File: config.mk
export PLATFORM = sky130hd
export DESIGN_NAME = mem_req_throttle
export DESIGN_NICKNAME = d
export VERILOG_FILES = /design/src/rtl/mem_req_throttle.sv
export SDC_FILE = /design/constraint.sdc
export NUM_CORES = 1
export LEC_CHECK = 0
export CORE_MARGIN = 5
export CORE_UTILIZATION = 35
export CTS_CLUSTER_SIZE = 40
export DETAILED_ROUTE_END_ITERATION = 10
export GPL_TIMING_DRIVEN = 1
export REMOVE_ABC_BUFFERS = 1
export SLEW_MARGIN = 40
export SYNTH_ARGS = -nofsm -noshare
export SYNTH_HDL_FRONTEND = slang
export SYNTH_SLANG_ARGS = --single-unit
File: constraint.sdc
create_clock -name clk -period 13.23 [get_ports clk]
set_input_delay 2.646 -clock clk [delete_from_list [all_inputs] [get_ports clk]]
set_output_delay 2.646 -clock clk [all_outputs]
set_load 0.02 [all_outputs]
File: src/rtl/mem_req_throttle.sv
// mem_req_throttle
//   Buffering stage in front of the memory request channel. Requests from the
//   core side enter an in-order FIFO and are issued to memory from its head.
//   Reads are throttled so that no more than MAX_PENDING reads are outstanding.
//   Returned read responses (rsp_fire) release pending slots.
//
// Ports
//   clk, reset_n        : clock, asynchronous active-low reset
//   req_in_*            : core-side request (valid/ready handshake)
//   req_out_*           : memory-side request, driven from the FIFO head
//   rsp_fire            : one read response consumed this cycle
//   pending_count       : number of outstanding reads
//   rsp_underflow       : sticky; a response arrived with nothing pending
module mem_req_throttle #(
    parameter int DATA_WIDTH  = 64,
    parameter int ADDR_WIDTH  = 32,
    parameter int TAG_WIDTH   = 8,
    parameter int DATA_SIZE   = DATA_WIDTH / 8,
    parameter int QUEUE_DEPTH = 4,
    parameter int MAX_PENDING = 8,
    parameter int CNT_W       = $clog2(MAX_PENDING + 1)
) (
    input  logic                  clk,
    input  logic                  reset_n,
    input  logic                  req_in_valid,
    input  logic                  req_in_rw,
    input  logic [DATA_SIZE-1:0]  req_in_byteen,
    input  logic [ADDR_WIDTH-1:0] req_in_addr,
    input  logic [DATA_WIDTH-1:0] req_in_data,
    input  logic [TAG_WIDTH-1:0]  req_in_tag,
    output logic                  req_in_ready,
    output logic                  req_out_valid,
    output logic                  req_out_rw,
    output logic [DATA_SIZE-1:0]  req_out_byteen,
    output logic [ADDR_WIDTH-1:0] req_out_addr,
    output logic [DATA_WIDTH-1:0] req_out_data,
    output logic [TAG_WIDTH-1:0]  req_out_tag,
    input  logic                  req_out_ready,
    input  logic                  rsp_fire,
    output logic [CNT_W-1:0]      pending_count,
    output logic                  rsp_underflow
);

    localparam int PTR_W   = $clog2(QUEUE_DEPTH);
    localparam int ENTRY_W = 1 + DATA_SIZE + ADDR_WIDTH + DATA_WIDTH + TAG_WIDTH;

    // Pointers carry one extra wrap bit so full and empty are distinguishable.
    logic [PTR_W:0]       wptr_q, wptr_d;
    logic [PTR_W:0]       rptr_q, rptr_d;
    logic [PTR_W:0]       count;
    logic                 full, empty;
    logic [ENTRY_W-1:0]   mem_q [QUEUE_DEPTH];
    logic [ENTRY_W-1:0]   mem_d [QUEUE_DEPTH];
    logic [CNT_W-1:0]     pending_q, pending_d;
    logic                 underflow_q, underflow_d;
    // Held low through reset and set on the first clock afterwards, so the
    // producer sees ready low while reset is asserted.
    logic                 in_en_q, in_en_d;
    logic                 head_rw;
    logic                 push, pop, rd_issue;

    assign count = wptr_q - rptr_q;
    assign full  = (count == (PTR_W + 1)'(QUEUE_DEPTH));
    assign empty = (count == '0);

    assign {head_rw, req_out_byteen, req_out_addr, req_out_data, req_out_tag} =
        mem_q[rptr_q[PTR_W-1:0]];
    assign req_out_rw = head_rw;

    assign req_in_ready  = in_en_q && !full;
    // A head read blocked by the pending cap stalls everything behind it.
    assign req_out_valid = !empty && (head_rw || (pending_q < CNT_W'(MAX_PENDING)));
    assign pending_count = pending_q;
    assign rsp_underflow = underflow_q;

    assign push     = req_in_valid && req_in_ready;
    assign pop      = req_out_valid && req_out_ready;
    assign rd_issue = pop && !head_rw;

    always_comb begin
        in_en_d = 1'b1;
        wptr_d  = wptr_q + (PTR_W + 1)'(push);
        rptr_d  = rptr_q + (PTR_W + 1)'(pop);

        mem_d = mem_q;
        if (push) begin
            mem_d[wptr_q[PTR_W-1:0]] = {req_in_rw, req_in_byteen, req_in_addr,
                                        req_in_data, req_in_tag};
        end

        pending_d   = pending_q;
        underflow_d = underflow_q;
        if (rd_issue && !rsp_fire) begin
            pending_d = pending_q + CNT_W'(1);
        end else if (!rd_issue && rsp_fire) begin
            if (pending_q == '0) begin
                underflow_d = 1'b1;
            end else begin
                pending_d = pending_q - CNT_W'(1);
            end
        end
    end

    always_ff @(posedge clk or negedge reset_n) begin
        if (!reset_n) begin
            in_en_q     <= 1'b0;
            wptr_q      <= '0;
            rptr_q      <= '0;
            pending_q   <= '0;
            underflow_q <= 1'b0;
        end else begin
            in_en_q     <= in_en_d;
            wptr_q      <= wptr_d;
            rptr_q      <= rptr_d;
            pending_q   <= pending_d;
            underflow_q <= underflow_d;
        end
    end

    // Payload storage needs no reset; only pointer-covered entries are read.
    always_ff @(posedge clk) begin
        mem_q <= mem_d;
    end

endmodule
==> flow_summary.ini <==
[worst_setup_path]
worstPathArrival_ns = 3.17
path_max_fanout = 18
crit_chain = buf_12 -> buf_12 -> ha_1 -> nor2b_1 -> xnor2_1 -> o21ai_2 -> inv_1 -> clkdlybuf4s50_1
required_ns = 10.58
end_kind = output pin
cp_slowest_cell = clkdlybuf4s50_1
crit_type = reg2out
critPathMaxStageDelay_ns = 0.64
start_kind = register
critPathMostFrequentCell = buf_12

[global_routing]
grt_max_degree = 60
overflow = 0
track_usage_pct = 12.9
grt_first_pass_wirelength_mm = 52.2
antenna_found_initial = 2
grt_pass1_vias = 8381

[die]
start_util_pct = 35.5
dieArea_um2 = 53000
die-height_um = 230
rows = 80
ioPinCount = 238
die_w_um = 230
core_area_um2 = 47800

[drt]
totalWireLength_mm = 34.1
wl_per_cell_um = 21.5
antenna_left = 0
dr.pass1.iters = 4
route.detailed.drc = 0
vias_per_cell = 4.84
drtIter0Drc = 423
vias = 7689

[sta]
setup_viol = 0
fmax_mhz = 172
rsz0062_at_grt = false
min_period_ns = 5.82
max_slew_margin_pct = 45.8
fin_skew_ns = 0.0139
fin_crit_sh_pct = 44.0
finalSetupTns_ns = 0
worst_pin_slew_ns = 0.813
final_max_slew_viol_count = 0
hold_viol = 0

[synth]
ys_types = 32
yosysMostFrequentCell = edfxtp_1
ys_dominant_reg_cell = edfxtp_1
synth_area_per_cell_um2 = 25.7
synth_area_um2 = 17000
synth_area_leaders = edfxtp_1 (80%), mux4_2 (15%), dfrtp_1 (1.8%)
async_flop_share_pct = 2.59
ys_ff_latch = 464
yosysWarnings = 0
yosysTopAreaCellShare_pct = 79.9
yosysTopAreaCell = edfxtp_1
synth-edff-count = 452
ys_seq_area_share_pct = 81.7
synthTopCellsByCount = edfxtp_1 (452), mux4_2 (113), dfrtp_1 (12), buf_2 (11), ha_1 (10)
netlist_instances = 661

[finish]
area_growth_syn_to_layout_pct = 27.8
nets = 1065
drive_above_1_share_pct = 20.7
num-fill-cells = 4030

[power_and_ir_drop]
power_leakage_nw = 6.94
powerDensity_nw_per_um2 = 221
peakVddDrop_mv = 0.133
power.total_mw = 4.80

[clocking]
postCtsSetupBuffers = 0
clk_pin_slew_worst_paths_ns = 0.06
clk_path_buf_depth = 3
post_cts_resized = 0
cts_hold_buf = 0
clkSinkCount = 464
clk_latency_ns = 0.56
cts_max_level = 2
cts_tree = yes
cts-buffers-inserted = 48
cts-root-buf = clkbuf_16

[placed_design]
gp_congestion = 0.696
dp.final_hpwl_mm = 20.2
io_buffers = 237

[worst_hold_path]
hp-class = reg2reg

[run_status]
status = complete, no violations

[job]
drv_cap = 0
[worst paths after layout]
kind	from	to	slack, ns	cells after the start
worst max-delay path	rptr_q[0]	req_in_ready	7.41	8
worst min-delay path	rsp_underflow	rsp_underflow	0.48	1
worst max register to register	rptr_q[0]	mem_q[180]	9.45	10
worst min register to register	rsp_underflow	rsp_underflow	0.48	1
max in group asynchronous	reset_n	rptr_q[1]	10.31	1
min in group asynchronous	reset_n	pending_count[0]	2.47	1
[cell families (layout without fill, tap and decap cells)]
group / after synthesis / after routing / synth area share [%]
flip-flops: 464 / 464 / 81.7
XOR/XNOR: 6 / 6 / 0.309
other: 1 / 2 / 0.0221
adder cells (fa/ha/maj): 11 / 11 / 0.855
buffers and inverters: 33 / 344 / 0.995
multiplexers: 115 / 115 / 15.1
AO/OA/AOI/OAI: 9 / 9 / 0.383
AND/OR/NAND/NOR: 22 / 22 / 0.619
[critical path: cells and delay by family (launching register included)]
family / cells / cell delay (ns)
buffers and inverters: 4 / 1.17
flip-flops: 1 / 0.61
XOR/XNOR: 1 / 0.32
AO/OA/AOI/OAI: 1 / 0.19
adder cells (fa/ha/maj): 1 / 0.18
AND/OR/NAND/NOR: 1 / 0.13
[placed cells by master (no fill, tap or decap), types with 2 or more instances in the layout]
master / synthesis / final
a21oi_1: 2 / 2
a31oi_1: 2 / 2
buf_12: 0 / 3
buf_4: 8 / 2
buf_6: 0 / 9
bufinv_16: 0 / 4
clkbuf_1: 4 / 9
clkbuf_16: 0 / 49
clkdlybuf4s50_1: 0 / 237
clkinv_1: 0 / 12
clkinv_2: 0 / 10
dfrtp_1: 12 / 10
dfrtp_4: 0 / 2
edfxtp_1: 452 / 452
ha_1: 10 / 10
inv_1: 7 / 7
mux4_2: 113 / 113
nand2_1: 5 / 5
nor2_1: 8 / 7
nor3_1: 3 / 2
xnor2_1: 2 / 2
xor2_1: 4 / 4
[sequential cells by signal (all words and copies together) (netlist names)]
name,count
mem_q,452
rptr_q,3
rsp_underflow,1
wptr_q,3
pending_count,4
in_en_q,1
[area by class of cell]
cell class | count | area, um2 | area share [%]
inverters | 7 | 26.3 | 0.121
flip-flops and latches | 464 | 13900 | 64.0
multi-input cells | 164 | 2970 | 13.7
clock buffers | 58 | 1260 | 5.81
diodes | 1 | 2.50 | 0.0115
clock inverters | 28 | 239 | 1.10
repair buffers | 251 | 2550 | 11.7
well taps | 615 | 769 | 3.55
[power by group]
group,internal (mW),switching [mW]
Sequential,1.82,0.0789
Combinational,0.795,0.826
Clock,0.753,0.527
[layer usage]
layer	GRT usage [%]	share of wire, %	routed length [um]	up-vias
met3	4.00	6.9	2350	49
met2	21.4	50	17000	181
li1	-	-	-	3400
met5	0	0.038	13	-
met4	3.92	1.9	651	2
met1	16.4	41	14100	4057
[through the flow]
step / util (%) / setup WS (ns) / instances / cell area [um2] / hold WS, ns
after CTS: 45.3 / 7.30 / 1587 / 21700 / 0.482
after global placement: 42.0 / 7.37 / 1498 / 20100 / 0.466
final: 45.3 / 7.41 / 1588 / 21700 / 0.477
after global routing: 45.3 / 7.19 / 1587 / 21700 / 0.490
after floorplan: - / -4.46 / 635 / 16800 / 0.460
after detailed placement: 42.2 / 7.94 / 1501 / 20200 / 0.462
No activity file was read; power rests on OpenSTA's default activity.
